File: config.mk
export PLATFORM = sky130hd
export DESIGN_NAME = vtg_pattern_gen
export DESIGN_NICKNAME = d
export VERILOG_FILES = /design/src/rtl/vtg_pkg.sv /design/src/rtl/vtg_lfsr.sv /design/src/rtl/vtg_pattern_gen.sv
export SDC_FILE = /design/constraint.sdc
export NUM_CORES = 1
export LEC_CHECK = 0
export BUFFER_PORTS_ARGS = -buffer_cell sky130_fd_sc_hd__buf_2
export CAP_MARGIN = 25
export CORE_MARGIN = 2
export CORE_UTILIZATION = 54
export DETAILED_ROUTE_END_ITERATION = 16
export PLACE_DENSITY_LB_ADDON = 0.05
export SKIP_CTS_REPAIR_TIMING = 1
export SYNTH_ARGS = -nofsm -noshare
export SYNTH_HDL_FRONTEND = slang
export SYNTH_SLANG_ARGS = --single-unit
File: constraint.sdc
create_clock -name clk -period 2.77 [get_ports clk]
set_clock_uncertainty 0.2 [all_clocks]
set_input_delay 0.1385 -clock clk [delete_from_list [all_inputs] [get_ports clk]]
set_output_delay 0.1385 -clock clk [all_outputs]
set_load 0.01 [all_outputs]
File: src/rtl/vtg_pkg.sv
// vtg_pkg: shared types and constants for the video timing / test-pattern
// generator.
//   pattern_e  - run-time pattern select encoding.
//   vtiming_t  - vertical timing set (VACT, VS_START, VS_END, VTOTAL).
//   vtiming()  - returns the vertical timing for a pal/scandouble mode.
//   LFSR_SEED / LFSR_TAPS - dither source constants (used with VTG_DITHER_EN).
package vtg_pkg;

  typedef enum logic [1:0] {
    PAT_BLACK   = 2'd0,
    PAT_BARS    = 2'd1,
    PAT_HRAMP   = 2'd2,
    PAT_VSCROLL = 2'd3
  } pattern_e;

  // Wide enough for the doubled PAL line count (624).
  localparam int VC_W = 11;

  typedef struct packed {
    logic [VC_W-1:0] vact;
    logic [VC_W-1:0] vs_start;
    logic [VC_W-1:0] vs_end;
    logic [VC_W-1:0] vtotal;
  } vtiming_t;

  localparam logic [VC_W-1:0] NTSC_VACT     = 11'd240;
  localparam logic [VC_W-1:0] NTSC_VS_START = 11'd245;
  localparam logic [VC_W-1:0] NTSC_VS_END   = 11'd248;
  localparam logic [VC_W-1:0] NTSC_VTOTAL   = 11'd262;
  localparam logic [VC_W-1:0] PAL_VACT      = 11'd300;
  localparam logic [VC_W-1:0] PAL_VS_START  = 11'd304;
  localparam logic [VC_W-1:0] PAL_VS_END    = 11'd308;
  localparam logic [VC_W-1:0] PAL_VTOTAL    = 11'd312;

  // Fibonacci taps 16,14,13,11 -> bits 15,13,12,10.
  localparam logic [15:0] LFSR_SEED = 16'hACE1;
  localparam logic [15:0] LFSR_TAPS = 16'hB400;

  function automatic vtiming_t vtiming(input logic pal, input logic sd);
    vtiming_t t;
    if (pal) begin
      t.vact     = PAL_VACT;
      t.vs_start = PAL_VS_START;
      t.vs_end   = PAL_VS_END;
      t.vtotal   = PAL_VTOTAL;
    end else begin
      t.vact     = NTSC_VACT;
      t.vs_start = NTSC_VS_START;
      t.vs_end   = NTSC_VS_END;
      t.vtotal   = NTSC_VTOTAL;
    end
    // Scandoubling draws every source line twice.
    if (sd) begin
      t.vact     = t.vact << 1;
      t.vs_start = t.vs_start << 1;
      t.vs_end   = t.vs_end << 1;
      t.vtotal   = t.vtotal << 1;
    end
    return t;
  endfunction

endpackage

File: src/rtl/vtg_lfsr.sv
// vtg_lfsr: 16-bit Fibonacci LFSR used as the dither source.
//   clk, reset - clock and synchronous active-high reset (loads LFSR_SEED).
//   i_step     - advance one step (driven by the pixel enable).
//   o_dither   - low two bits of the LFSR state.
module vtg_lfsr
  import vtg_pkg::*;
(
  input  logic       clk,
  input  logic       reset,
  input  logic       i_step,
  output logic [1:0] o_dither
);

  logic [15:0] r_lfsr;
  logic        w_fb;

  assign w_fb     = ^(r_lfsr & LFSR_TAPS);
  assign o_dither = r_lfsr[1:0];

  always_ff @(posedge clk) begin
    if (reset) begin
      r_lfsr <= LFSR_SEED;
    end else if (i_step) begin
      r_lfsr <= {r_lfsr[14:0], w_fb};
    end
  end

endmodule

File: src/rtl/vtg_pattern_gen.sv
// vtg_pattern_gen: raster timing and test-pattern source (NTSC/PAL, optional
// scandoubling, four patterns).
//   clk, reset    - clock, synchronous active-high reset.
//   pal           - 1 = PAL vertical timing, 0 = NTSC.
//   scandouble    - 1 = doubled line count, pixel enable every clk.
//   pattern_sel   - 0 black, 1 bars, 2 horizontal ramp, 3 scrolling ramp.
//   ce_pix        - pixel enable.
//   hblank/hsync/vblank/vsync - raster strobes, active-high.
//   frame_cnt     - completed frame count (wraps).
//   video         - pixel value.
// Optional build macro VTG_DITHER_EN: subtract an LFSR dither (saturating at
// 0) from active pixels.
// Strobes and video are registered on pixel-enable cycles from the counter
// values before they advance, so they lag hc/vc by one pixel. Mode inputs
// are sampled during reset and at each frame wrap only.
module vtg_pattern_gen
  import vtg_pkg::*;
#(
  parameter int DATA_W    = 8,
  parameter int HTOTAL    = 638,
  parameter int HACT      = 529,
  parameter int HS_START  = 544,
  parameter int HS_END    = 590,
  parameter int BAR_SHIFT = 6,
  parameter int FRAME_W   = 10
) (
  input  logic               clk,
  input  logic               reset,
  input  logic               pal,
  input  logic               scandouble,
  input  logic [1:0]         pattern_sel,
  output logic               ce_pix,
  output logic               hblank,
  output logic               hsync,
  output logic               vblank,
  output logic               vsync,
  output logic [FRAME_W-1:0] frame_cnt,
  output logic [DATA_W-1:0]  video
);

  localparam int HC_W = $clog2(HTOTAL);
  // hc view wide enough for both the ramp and the bar-index slice.
  localparam int HX_W = (DATA_W > BAR_SHIFT + 3) ? DATA_W : BAR_SHIFT + 3;

  logic               r_ce;
  logic [HC_W-1:0]    r_hc;
  logic [VC_W-1:0]    r_vc;
  logic [FRAME_W-1:0] r_frame;
  logic               r_pal;
  logic               r_sd;
  pattern_e           r_sel;
  logic               r_hblank, r_hsync, r_vblank, r_vsync;
  logic [DATA_W-1:0]  r_video;

  vtiming_t           w_vt;
  logic               w_h_last, w_v_last, w_wrap, w_sd_nxt;
  logic               w_hblank, w_hsync, w_vblank, w_vsync;
  logic [HX_W-1:0]    w_hx;
  logic [VC_W-1:0]    w_vl;
  logic [DATA_W-1:0]  w_pattern;
  logic [DATA_W-1:0]  w_pix;

  assign w_vt     = vtiming(r_pal, r_sd);
  assign w_h_last = (r_hc == HC_W'(HTOTAL - 1));
  assign w_v_last = (r_vc == w_vt.vtotal - VC_W'(1));
  assign w_wrap   = r_ce & w_h_last & w_v_last;
  // The new rate applies from the cycle right after the frame wrap.
  assign w_sd_nxt = w_wrap ? scandouble : r_sd;

  assign w_hblank = (r_hc >= HC_W'(HACT));
  assign w_hsync  = (r_hc >= HC_W'(HS_START)) && (r_hc < HC_W'(HS_END));
  assign w_vblank = (r_vc >= w_vt.vact);
  assign w_vsync  = (r_vc >= w_vt.vs_start) && (r_vc < w_vt.vs_end);

  assign w_hx = HX_W'(r_hc);
  assign w_vl = r_sd ? (r_vc >> 1) : r_vc;

  always_comb begin
    w_pattern = '0;
    case (r_sel)
      PAT_BLACK:   w_pattern = '0;
      PAT_BARS:    w_pattern = {w_hx[BAR_SHIFT+2:BAR_SHIFT], {(DATA_W-3){1'b0}}};
      PAT_HRAMP:   w_pattern = w_hx[DATA_W-1:0];
      PAT_VSCROLL: w_pattern = DATA_W'(32'(w_vl) + 32'(r_frame));
    endcase
  end

`ifdef VTG_DITHER_EN
  logic [1:0] w_dither;

  vtg_lfsr u_lfsr (
    .clk      (clk),
    .reset    (reset),
    .i_step   (r_ce),
    .o_dither (w_dither)
  );

  assign w_pix = (w_pattern >= DATA_W'(w_dither)) ? (w_pattern - DATA_W'(w_dither)) : '0;
`else
  assign w_pix = w_pattern;
`endif

  always_ff @(posedge clk) begin
    if (reset) begin
      r_ce     <= 1'b0;
      r_hc     <= '0;
      r_vc     <= '0;
      r_frame  <= '0;
      r_pal    <= pal;
      r_sd     <= scandouble;
      r_sel    <= pattern_e'(pattern_sel);
      r_hblank <= 1'b0;
      r_hsync  <= 1'b0;
      r_vblank <= 1'b0;
      r_vsync  <= 1'b0;
      r_video  <= '0;
    end else begin
      r_ce <= w_sd_nxt ? 1'b1 : ~r_ce;
      if (r_ce) begin
        r_hblank <= w_hblank;
        r_hsync  <= w_hsync;
        r_vblank <= w_vblank;
        r_vsync  <= w_vsync;
        r_video  <= (w_hblank | w_vblank) ? '0 : w_pix;
        if (w_h_last) begin
          r_hc <= '0;
          if (w_v_last) begin
            r_vc    <= '0;
            r_frame <= r_frame + FRAME_W'(1);
            r_pal   <= pal;
            r_sd    <= scandouble;
            r_sel   <= pattern_e'(pattern_sel);
          end else begin
            r_vc <= r_vc + VC_W'(1);
          end
        end else begin
          r_hc <= r_hc + HC_W'(1);
        end
      end
    end
  end

  assign ce_pix    = r_ce;
  assign hblank    = r_hblank;
  assign hsync     = r_hsync;
  assign vblank    = r_vblank;
  assign vsync     = r_vsync;
  assign frame_cnt = r_frame;
  assign video     = r_video;

endmodule

==> impl_metrics.json, run 1 <==
{
  "run_status": "finished, final reports clean",
  "syn_avg_cell_area_sq_um": 8.625,
  "gp_congestion": 0.9075,
  "pin_count": 29,
  "cts_htree_levels": 2,
  "synth_seq_cells": 48,
  "synth-async-reset-ratio": 0,
  "drt_iter0_drc": 237,
  "grt_pass1_vias": 2695,
  "vias": 2969,
  "ys_warn_count": 0,
  "ir_worst_vdd_v": 0.0002334,
  "nNetsFinal": 468,
  "post-route-period-util": 0.9815,
  "die_h_um": 82.32,
  "netlist_area_sq_mm": 0.003312,
  "rows": 28,
  "grt_pass1_wl_mm": 13.34,
  "start_util": 0.5594,
  "hold_ws_ns": 0.1338,
  "cts_max_path_buffers": 2,
  "required_ns": 2.73,
  "final_common_cell": "nor2_1",
  "cp.arrival_ns": 2.67,
  "drt-total-wl_mm": 8.320,
  "synth_seq_area_share": 0.3022,
  "leakagePower_nw": 1.649,
  "hold_viol": 0,
  "grt_overflow": 0,
  "p_total_mw": 1.338,
  "worst_pin_slew_ns": 0.6274,
  "synth_ff_type": "dfxtp_1",
  "numCtsBuffers": 5,
  "hold_class": "in2reg",
  "min_period_ns": 2.719,
  "coreArea_sq_mm": 0.005921,
  "synth_edf_count": 4,
  "n_fill_cell": 530,
  "dp_hpwl_mm": 6.219,
  "slew_headroom": 0.5818,
  "startpoint_type": "flop",
  "setup_viol": 0,
  "numPortBuffers": 28,
  "syn_inst": 384,
  "diodes": 0,
  "cp-end-kind": "flop",
  "drc": 0,
  "p_per_area_mw_per_mm2": 355.5,
  "cts_tree": "done",
  "finish.utilization": 0.6355,
  "cts_root_buf": "clkbuf_8",
  "dpl_cell_area_sq_mm": 0.003602,
  "antenna_left": 0,
  "areaGrowthSynthToFinish_pct": 13.60,
  "gr-usage-met1": 0.3544,
  "dp.cells": 492,
  "busiest_layer": "met2",
  "wl_per_cell_um": 16.51,
  "antenna_found_initial": 0,
  "slew_viol_final": 0,
  "path_clk_slew_ns": 0.10,
  "synth_nets": 424,
  "finalInstanceArea_sq_mm": 0.003762,
  "clock_latency_ns": 0.31,
  "fp.dieArea_sq_mm": 0.006776,
  "gr-usage-met3": 0.04565,
  "grt.total_usage": 0.2586,
  "die_w_um": 82.32,
  "synth_cell_type_count": 62,
  "cts.sink_count": 48,
  "grt_max_degree": 37,
  "critical_path_class": "reg2reg",
  "worstPathMaxFanout": 6,
  "via_per_inst": 5.891,
  "rsz0062_at_grt": "true",
  "fmax_ghz": 0.3678,
  "final_cell_mix": "45 x nor2_1, 44 x dfxtp_1, 35 x nand2_1",
  "maxCapViolations": 0,
  "fin_cells": 504,
  "use_met2": 0.4177,
  "firstDrtPassIters": 4,
  "final_layout_size_suffix_gt1_frac": 0.1958
}
state kept, by name, indices dropped and copies added (netlist names):
signal,flops
ce_pix,1
r_pal,1
hsync,1
video,8
r_vc,11
frame_cnt,10
vsync,1
r_hc,10
hblank,1
r_sel,2
vblank,1
r_sd,1
Yosys cell counts (all sizes together), types with 12 or more instances:
library cell,instances,area (sq um)
nor2,45,168.9
nand3,12,60.06
dfxtp,44,880.8
ha,33,412.9
o21ai,17,85.08
clkbuf,12,67.57
nand2,36,137.6
a21oi,13,65.06
xor2,14,122.6
nand4,12,87.58
inv,18,67.56
cell type report:
| cell class | count | area, sq um | share of cell area |
|---|---|---|---|
| Timing Repair Buffer | 57 | 367.9 | 0.09777 |
| Clock inverter | 1 | 7.507 | 0.001995 |
| Multi-Input combinational cell | 297 | 2135 | 0.5673 |
| Sequential cell | 48 | 1001 | 0.2660 |
| Tap cell | 75 | 93.84 | 0.02494 |
| Clock buffer | 7 | 86.33 | 0.02295 |
| Inverter | 19 | 71.32 | 0.01896 |
path summary, 6_finish.rpt:
kind,from,end,slack (ns),cells past startpoint
hold / removal,reset,frame_cnt[0],0.13,2
setup / recovery,r_sd,video[5],0.05,7
setup reg to reg,r_sd,video[5],0.05,7
hold reg to reg,vsync,vsync,0.26,2
worst max-delay path, cell delays in order (launching register included):
cell	delay [ns]
edfxtp_1	0.41
buf_4	0.16
mux2_2	0.34
ha_1	0.36
and4_1	0.23
or4b_2	0.63
o2111ai_1	0.13
a221oi_1	0.10
metrics by stage:
step           setup TNS (ns)  setup slack [ns]
3_3_place_gp                0           0.09546
4_1_cts              -0.09311          -0.03661
2_1_floorplan               0          0.008968
3_5_place_dp        -0.004249         -0.003101
5_1_grt               -0.4005          -0.07158
6_report                    0           0.05131
routing by layer:
metal | vias to the layer above | part of all wire
met2 | 87 | 0.45
met1 | 1398 | 0.48
met3 | 11 | 0.059
met4 | 0 | 0.013
met5 | - | 0
li1 | 1473 | -
logic make-up after synthesis:
kind of cell / share of synthesized area
compound gates: 0.1636
xor+xnor: 0.05818
fa+ha+maj: 0.1337
buf+inv: 0.06120
flops: 0.3022
mux: 0.04231
simple gates: 0.2388
report_power, final:
group          total [mW]  internal [mW]  switching (mW)
registers           0.726          0.711          0.0144
logic               0.158         0.0687          0.0891
clock network       0.454          0.204           0.251
total                1.34          0.983           0.354
No activity file was read; power rests on OpenSTA's default activity.
==> inputs of run 2 (changes only) <==
--- a/config.mk
+++ b/config.mk
@@ -5,10 +5,11 @@
 export SDC_FILE = /design/constraint.sdc
 export NUM_CORES = 1
 export LEC_CHECK = 0
+export ABC_AREA = 1
 export BUFFER_PORTS_ARGS = -buffer_cell sky130_fd_sc_hd__buf_2
 export CAP_MARGIN = 25
 export CORE_MARGIN = 2
-export CORE_UTILIZATION = 54
+export CORE_UTILIZATION = 55
 export DETAILED_ROUTE_END_ITERATION = 16
 export PLACE_DENSITY_LB_ADDON = 0.05
 export SKIP_CTS_REPAIR_TIMING = 1
==> run 2 against run 1 <==
Sequential power down 0.7%. Combinational power down 16%. Flip-flop and latch count unchanged. Core utilization down 0.98 points. Largest power group unchanged.
==> impl_metrics.json, run 2 <==
{
  "yosys.area.top_type": "dfxtp_1",
  "vias": 3679,
  "cts_root_buf": "clkbuf_8",
  "reg2reg_slack_ns": 0.28,
  "final_common_cell": "nand2_1",
  "synth-async-reset-ratio": 0,
  "finalInstanceArea_sq_mm": 0.003928,
  "grt_pass1_wl_mm": 15.96,
  "drt-total-wl_mm": 9.563,
  "cts.sink_count": 48,
  "wl_per_cell_um": 14.51,
  "grt.total_usage": 0.2766,
  "slew_headroom": 0.7067,
  "synth_seq_area_share": 0.2831,
  "run_status": "finished, final reports clean",
  "worstSetupStartpoint": "r_pal",
  "coreArea_sq_mm": 0.006277,
  "largest_reg_flops": 11,
  "drc": 0,
  "r2r_start": "r_pal",
  "syn_inst": 541,
  "ir_worst_vdd_v": 0.0002488,
  "cp-end-kind": "flop",
  "drt_iter0_drc": 268,
  "synth_ff_type": "dfxtp_1",
  "nNetsFinal": 621,
  "pin_count": 29,
  "synth_cell_type_count": 38,
  "min_period_ns": 2.487,
  "rsz0062_at_grt": "false",
  "synth_edf_count": 4,
  "required_ns": 2.82,
  "gp_congestion": 0.9255,
  "startpoint_type": "flop",
  "synth_top_area_share": 0.2491,
  "syn_avg_cell_area_sq_um": 6.536,
  "fmax_ghz": 0.4021,
  "critical_path_class": "reg2reg",
  "cts_htree_levels": 2,
  "setup_viol": 0,
  "ys_warn_count": 0,
  "p_total_mw": 1.298,
  "p_per_area_mw_per_mm2": 330.4,
  "leakagePower_nw": 1.795,
  "final_cell_mix": "152 x nand2_1, 58 x nor2_1, 54 x inv_1",
  "path_clk_slew_ns": 0.10,
  "slew_viol_final": 0,
  "hold_class": "in2reg",
  "cts_max_path_buffers": 2,
  "regMostFlops": "r_vc",
  "post-route-period-util": 0.8979,
  "antenna_found_initial": 0,
  "antenna_left": 0,
  "cp.arrival_ns": 2.54,
  "die_w_um": 84.18,
  "ys_top_cells_by_count": "152 x nand2_1, 58 x nor2_1, 54 x inv_1, 44 x dfxtp_1, 39 x a21oi_1",
  "fp.dieArea_sq_mm": 0.007086,
  "maxCapViolations": 0,
  "final_layout_size_suffix_gt1_frac": 0.1220,
  "crit_end": "video[1]",
  "hold_viol": 0,
  "cts_tree": "done",
  "diodes": 0,
  "rows": 29,
  "numCtsBuffers": 5,
  "numPortBuffers": 28,
  "synth_area_leaders": "dfxtp_1 25%, nand2_1 16%, ha_1 12%",
  "netlist_area_sq_mm": 0.003536,
  "via_per_inst": 5.583,
  "tns_ns": 0,
  "synth_most_common_cell": "nand2_1",
  "synth_nets": 581,
  "synth_seq_cells": 48,
  "grt_max_degree": 23,
  "die_h_um": 84.18,
  "clock_latency_ns": 0.31,
  "dpl_cell_area_sq_mm": 0.003801,
  "r2r-end": "video[1]",
  "grt_pass1_vias": 3382,
  "areaGrowthSynthToFinish_pct": 11.08,
  "grt_overflow": 0,
  "firstDrtPassIters": 5,
  "worstPathMaxFanout": 7,
  "start_util": 0.5633,
  "rr_worst_depth": 10,
  "dp_hpwl_mm": 7.402,
  "worst_pin_slew_ns": 0.4393
}
run 2: worst max-delay path: stages (launching register included):
cell and delay (ns):
edfxtp_1 0.51, inv_2 0.09, ha_1 0.35, inv_1 0.07, ha_1 0.28, a21oi_1 0.13, o21a_1 0.14, nand2_1 0.15
nor2_1 0.27, nand2_1 0.11, a21oi_1 0.13
run 2: metal layers:
layer  up-vias  routed length [um]  global-route usage
met4         0                 126             0.06891
met5         -                   0                   0
met3        16                 623             0.04425
met1      1665                4472              0.3974
li1       1859                   -                   -
met2       139                4340              0.4358
run 2: kinds of logic (layout without fill, tap and decap cells):
family	Yosys count	in the layout	share of synthesized area
buffers and inverters	76	117	0.08528
AO/OA/AOI/OAI	76	76	0.1147
flip-flops	48	48	0.2831
XOR/XNOR	8	8	0.01982
AND/OR/NAND/NOR	299	299	0.3747
adder cells (fa/ha/maj)	34	34	0.1224
run 2: per-stage QoR:
stage	worst slack, ns	hold WS [ns]	std cells	util
after floorplan	0.4431	0.007566	541	-
after global placement	0.4539	0.1149	647	0.6055
after detailed placement	0.3574	0.1185	647	0.6055
after CTS	0.3315	-0.2039	655	0.6193
after global routing	0.07533	0.1147	659	0.6257
final	0.2828	0.08279	659	0.6257
run 2: final cells by class:
type,count,area [sq um]
Clock buffer,5,68.82
Clock inverter,3,17.52
Fill cell,615,2350
Inverter,66,247.7
Multi-Input combinational cell,417,2233
Sequential cell,48,1001
Tap cell,77,96.34
Timing Repair Buffer,43,262.8
run 2: worst min path at each step:
| stage | startpoint | to | slack (ns) | depth (start not counted) |
|---|---|---|---|---|
| floorplan | reset | frame_cnt[1] | 0.008 | 1 |
| global route | reset | video[2] | 0.11 | 3 |
| CTS | pal | r_pal | -0.20 | 1 |
| finish | reset | vsync | 0.08 | 3 |
| detailed placement | pattern_sel[0] | r_sel[0] | 0.12 | 1 |
| global placement | pattern_sel[1] | r_sel[1] | 0.11 | 1 |
run 2: report_power, final:
group          switching [mW]  internal (mW)
logic                  0.0867         0.0465
clock network           0.266          0.177
registers              0.0107          0.710
total                   0.364          0.934
